$ cat src/rtl/bcd_cnt_n_if.sv
// Control and data bundle for one chainable BCD counter stage.
// The master drives requests and the load value; the slave returns the count and status.
interface bcd_cnt_n_if #(
    parameter int unsigned DIGITS = 2
);
    localparam int unsigned W = 4 * DIGITS;

    logic         en;
    logic         high_rst;
    logic         tick;
    logic         up_dn;
    logic         load;
    logic [W-1:0] load_val;
    logic         co;
    logic         bo;
    logic         load_err;
    logic [W-1:0] cnt;

    modport master (
        output en, high_rst, tick, up_dn, load, load_val,
        input  co, bo, load_err, cnt
    );

    modport slave (
        input  en, high_rst, tick, up_dn, load, load_val,
        output co, bo, load_err, cnt
    );
endinterface

$ cat src/rtl/bcd_cnt_n.sv
// N-digit BCD modulo-BASE up/down counter with range-checked parallel load.
// Carry and borrow are combinational so the next chained stage advances on the same edge.
module bcd_cnt_n #(
    parameter int unsigned DIGITS  = 2,
    parameter int unsigned BASE    = 24,
    parameter int unsigned INITIAL = 16
) (
    input  logic        clk,
    input  logic        rst,
    bcd_cnt_n_if.slave  bus
);
    localparam int unsigned W     = 4 * DIGITS;
    localparam int unsigned LIMIT = 10 ** DIGITS;

    // Binary-to-BCD conversion of elaboration constants.
    function automatic logic [W-1:0] to_bcd(input int unsigned v);
        logic [W-1:0] r;
        int unsigned  t;
        r = '0;
        t = v;
        for (int i = 0; i < int'(DIGITS); i++) begin
            r[4*i +: 4] = 4'(t % 10);
            t           = t / 10;
        end
        return r;
    endfunction

    if (DIGITS < 1 || DIGITS > 6 || BASE < 2 || BASE > LIMIT || INITIAL >= BASE) begin : g_param_err
        $error("bcd_cnt_n: illegal DIGITS/BASE/INITIAL combination");
    end

    localparam logic [W-1:0] MAX_BCD  = to_bcd(BASE - 1);
    localparam logic [W-1:0] INIT_BCD = to_bcd(INITIAL);

    logic [W-1:0] cnt_q, cnt_d;
    logic         load_err_q, load_err_d;
    logic [W-1:0] inc_c, dec_c;
    logic         nibbles_ok_c;
    logic         load_ok_c;
    logic         at_max_c, at_zero_c;
    logic         count_c;

    // Digit-wise ripple increment/decrement and load nibble validation.
    always_comb begin
        logic       carry;
        logic       borrow;
        logic [3:0] nib;
        inc_c        = '0;
        dec_c        = '0;
        nibbles_ok_c = 1'b1;
        carry        = 1'b1;
        borrow       = 1'b1;
        nib          = '0;
        for (int i = 0; i < int'(DIGITS); i++) begin
            nib = cnt_q[4*i +: 4];
            if (carry) begin
                if (nib == 4'd9) begin
                    inc_c[4*i +: 4] = 4'd0;
                end else begin
                    inc_c[4*i +: 4] = 4'(nib + 4'd1);
                    carry           = 1'b0;
                end
            end else begin
                inc_c[4*i +: 4] = nib;
            end
            if (borrow) begin
                if (nib == 4'd0) begin
                    dec_c[4*i +: 4] = 4'd9;
                end else begin
                    dec_c[4*i +: 4] = 4'(nib - 4'd1);
                    borrow          = 1'b0;
                end
            end else begin
                dec_c[4*i +: 4] = nib;
            end
            if (bus.load_val[4*i +: 4] > 4'd9) begin
                nibbles_ok_c = 1'b0;
            end
        end
    end

    // Valid BCD words order the same as their numeric values, so compare directly.
    assign load_ok_c = nibbles_ok_c && (bus.load_val <= MAX_BCD);
    assign at_max_c  = (cnt_q == MAX_BCD);
    assign at_zero_c = (cnt_q == '0);
    assign count_c   = bus.en & bus.tick & ~rst & ~bus.high_rst & ~bus.load;

    // Next-state selection in priority order: high_rst > load > count > hold.
    always_comb begin
        cnt_d      = cnt_q;
        load_err_d = 1'b0;
        if (bus.high_rst) begin
            cnt_d = INIT_BCD;
        end else if (bus.load) begin
            if (load_ok_c) begin
                cnt_d = bus.load_val;
            end else begin
                load_err_d = 1'b1;
            end
        end else if (count_c) begin
            if (bus.up_dn) begin
                cnt_d = at_max_c ? '0 : inc_c;
            end else begin
                cnt_d = at_zero_c ? MAX_BCD : dec_c;
            end
        end
    end

    always_ff @(posedge clk) begin
        if (rst) begin
            cnt_q      <= INIT_BCD;
            load_err_q <= 1'b0;
        end else begin
            cnt_q      <= cnt_d;
            load_err_q <= load_err_d;
        end
    end

    assign bus.cnt      = cnt_q;
    assign bus.load_err = load_err_q;
    assign bus.co       = count_c & bus.up_dn & at_max_c;
    assign bus.bo       = count_c & ~bus.up_dn & at_zero_c;
endmodule
$ cat src/flat_wrapper.sv
// flat-port wrapper written by rule: the top's interface ports become plain ports
module bcd_cnt_n_flat 
#(
    parameter int unsigned DIGITS  = 2,
    parameter int unsigned BASE    = 24,
    parameter int unsigned INITIAL = 16
)
  (clk, rst, bus_en, bus_high_rst, bus_tick, bus_up_dn, bus_load, bus_load_val, bus_co, bus_bo, bus_load_err, bus_cnt);
  bcd_cnt_n_if #(.DIGITS(DIGITS)) bus_i ();
  input  logic clk;
  input  logic rst;
  input wire logic [$bits(bus_i.en)-1:0] bus_en;
  input wire logic [$bits(bus_i.high_rst)-1:0] bus_high_rst;
  input wire logic [$bits(bus_i.tick)-1:0] bus_tick;
  input wire logic [$bits(bus_i.up_dn)-1:0] bus_up_dn;
  input wire logic [$bits(bus_i.load)-1:0] bus_load;
  input wire logic [$bits(bus_i.load_val)-1:0] bus_load_val;
  output wire logic [$bits(bus_i.co)-1:0] bus_co;
  output wire logic [$bits(bus_i.bo)-1:0] bus_bo;
  output wire logic [$bits(bus_i.load_err)-1:0] bus_load_err;
  output wire logic [$bits(bus_i.cnt)-1:0] bus_cnt;
  assign bus_i.en = bus_en;
  assign bus_i.high_rst = bus_high_rst;
  assign bus_i.tick = bus_tick;
  assign bus_i.up_dn = bus_up_dn;
  assign bus_i.load = bus_load;
  assign bus_i.load_val = bus_load_val;
  assign bus_co = bus_i.co;
  assign bus_bo = bus_i.bo;
  assign bus_load_err = bus_i.load_err;
  assign bus_cnt = bus_i.cnt;
  bcd_cnt_n #(.DIGITS(DIGITS), .BASE(BASE), .INITIAL(INITIAL)) u_core (.clk(clk), .rst(rst), .bus(bus_i));
endmodule
$ cat config.mk
export PLATFORM = sky130hd
export DESIGN_NAME = bcd_cnt_n_flat
export DESIGN_NICKNAME = d
export VERILOG_FILES = /design/src/rtl/bcd_cnt_n_if.sv /design/src/rtl/bcd_cnt_n.sv /design/src/flat_wrapper.sv
export SDC_FILE = /design/constraint.sdc
export NUM_CORES = 1
export LEC_CHECK = 0
export ABC_AREA = 0
export BUFFER_PORTS_ARGS = -buffer_cell sky130_fd_sc_hd__buf_2
export CORE_MARGIN = 5
export CORE_UTILIZATION = 32
export DETAILED_ROUTE_END_ITERATION = 12
export PLACE_DENSITY = 0.56
export SLEW_MARGIN = 25
export SYNTH_ARGS = -nofsm -noshare
export SYNTH_HDL_FRONTEND = slang
export SYNTH_SLANG_ARGS = --single-unit
$ cat constraint.sdc
create_clock -name clk -period 4.3 [get_ports clk]
set_input_delay 0.645 -clock clk [delete_from_list [all_inputs] [get_ports clk]]
set_output_delay 0.645 -clock clk [all_outputs]
set_load 0.1 [all_outputs]
==> flow_summary.yaml <==
worst_setup_path:
  reg2reg_depth: 8
  endpoint_kind: "primary output"
  critPathSlowestCell: "buf_2"
  setup.worst_path.start_class: "flop"
  path_cells: "inv_1 -> ha_1 -> nor3b_2 -> nand2_1 -> nor4_2 -> buf_2"
  max_stage_delay_ps: 470
  r2r_slack_ps: 2310
  arrival_ps: 2180
  required_ps: 3650
  worstSetupPathType: "flop to primary output"
  r2r-start: "u_core.bus.cnt[4]"
  crit_fanout: 6
  r2r-end: "u_core.bus.cnt[5]"
clocking:
  cts_root_buffer: "clkbuf_4"
  htree_levels: 1
  hold_buffers: 0
  cts_setup_buffers: 0
  clock_sinks: 9
  clk_pin_slew_worst_paths_ps: 70
  cts_resized: 0
  cts_tree: "done"
  clk_path_buf_depth: 2
  clk_latency_ps: 260
  numCtsBuffers: 3
synth:
  synth.distinct_cells: 46
  ys.flop_type: "dfxtp_1"
  synth_area_um2: 930
  synth_area_leaders: "dfxtp_1 19%, ha_1 9.4%, nand2_1 4.8%"
  yosys.area.top_type: "dfxtp_1"
  syn_inst: 111
  ys_warn_count: 0
  synth_seq_cells: 9
  synth_nets: 133
  synth-edff-count: 0
  async_flop_share_pct: 0
  yosysSeqAreaShare_pct: 19.4
  synth_area_per_cell_um2: 8.38
  netlist.area_leader.share_pct: 19.4
floorplan:
  dieHeight_um: 63.9
  core_um2: 2780
  rows: 19
  ios: 26
  design.die.area_um2: 4080
  initial_utilization_pct: 33.4
  die_x_um: 63.9
route:
  wire_per_inst_um: 14.9
  routed_wl_um: 2480
  drt-initial-drc-count: 22
  via_count: 936
  drc: 0
  antenna_left: 0
  routed_via_density: 5.64
  dr.pass1.iters: 4
sta:
  fmax_mhz: 355
  min_period_ps: 2820
  fin_hold_ws_ps: 603
  setup_ws_ps: 1480
  slew_headroom_pct: 67.1
  clock_skew_ps: 5.01
  tns_ps: 0
  rsz0062_at_grt: "no"
  worst_pin_slew_ps: 496
  period_share_pct: 65.6
  slew_viol_final: 0
  timing.final.setup_violations: 0
  hold_viol: 0
cells_and_area:
  layout_commonest_cell: "buf_2"
  drive_gt1_share_pct: 31.1
  multiInputGateArea_um2: 697
  insertedDiodeCount: 0
  fin_area_um2: 1090
  areaGrowthSynthToFinish_pct: 17.2
  mostFrequentLayoutCells: "25 x buf_2, 12 x nand2_1, 9 x dfxtp_1"
  fin_util_pct: 39.2
  regArea_um2: 180
  layout.nets: 158
  final.fill_count: 284
placement:
  place.gp.congestion: 0.906
  placed_area_um2: 1060
  hpwlAfterDp_um: 1930
  numPortBuffers: 25
  pre_cts_ws_ps: 1690
hold_path:
  worstHoldPathCells: 2
  min_path_type: "flop to flop"
  holdCritStartpoint: "u_core.bus.cnt[0]"
  min_to: "u_core.bus.cnt[0]"
power:
  leakagePower_nw: 0.450
  ir_worst_vdd_mv: 0.122
  powerDensity_nw_per_um2: 187
global_route:
  antenna_found_initial: 0
  overflow: 0
  grt_pass1_wl_um: 4270
  grt_pass1_vias: 932
  grt_usage_pct: 12.7
  grt_max_degree: 18
status:
  status: "finished, final reports clean"
job:
  cap_violations: 0
==> cells in the mapped netlist (all sizes together), types with 3 or more instances <==
master / instances
inv: 6
nand2: 13
a211oi: 3
nor3: 3
dfxtp: 9
o21ai: 5
nor2: 9
ha: 7
nor2b: 3
buf: 4
nor3b: 3
nand3: 8
==> power by group <==
group	internal, mW	switching, mW	total (mW)
Clock	0.0358	0.0345	0.0703
Combinational	0.0165	0.0306	0.0471
Sequential	0.0844	0.00168	0.0861
==> cell families after synthesis <==
| family | share of synthesized area, % |
|---|---|
| buffers and inverters | 6.33 |
| xor gates and xnor gates | 1.88 |
| DFF | 19.4 |
| and+or+nand+nor | 30.7 |
| adders and majority gates | 9.42 |
| muxes | 3.50 |
| AOI/OAI and AO/OA | 28.8 |
==> final cells by class <==
class	instances	area share, %
Multi-Input combinational cell	91	63.9
Sequential cell	9	16.5
Timing Repair Buffer	25	11.5
Tap cell	31	3.56
Clock buffer	4	2.41
Inverter	6	2.07
==> worst max-delay path, delay by kind of cell (launching register included) <==
family,cells,cell delay [ps]
DFF,1,360
adders and majority gates,1,220
buffers and inverters,2,620
and+or+nand+nor,3,700
==> how the worst max path moves through the flow <==
stage	startpoint	to	slack, ps	cells past startpoint
after floorplan	u_core.bus.cnt[0]	bus_co	10	3
after global placement	rst	bus_co	1730	5
after detailed placement	rst	bus_bo	1690	5
after CTS	u_core.bus.cnt[4]	bus_bo	1480	6
after global routing	u_core.bus.cnt[0]	bus_bo	1370	6
final	u_core.bus.cnt[4]	bus_bo	1480	6
==> registers in the layout, summed over array words and instances (netlist names) <==
register and flops:
u_core.bus.cnt 8, u_core.bus.load_err 1
==> stage by stage <==
stage	power [mW]	instances
2_1_floorplan	0.121	111
3_3_place_gp	0.135	162
3_5_place_dp	0.135	162
4_1_cts	0.204	166
5_1_grt	0.214	166
6_report	0.204	166
==> routing by layer <==
layer | vias to the layer above | GRT usage (%) | wire length (um)
li1 | 468 | - | -
met1 | 437 | 15.8 | 1130
met2 | 27 | 20.6 | 1170
met3 | 4 | 3.50 | 156
met4 | 0 | 4.68 | 28
met5 | - | 0 | 0
Power figures use the tool's default switching activity.
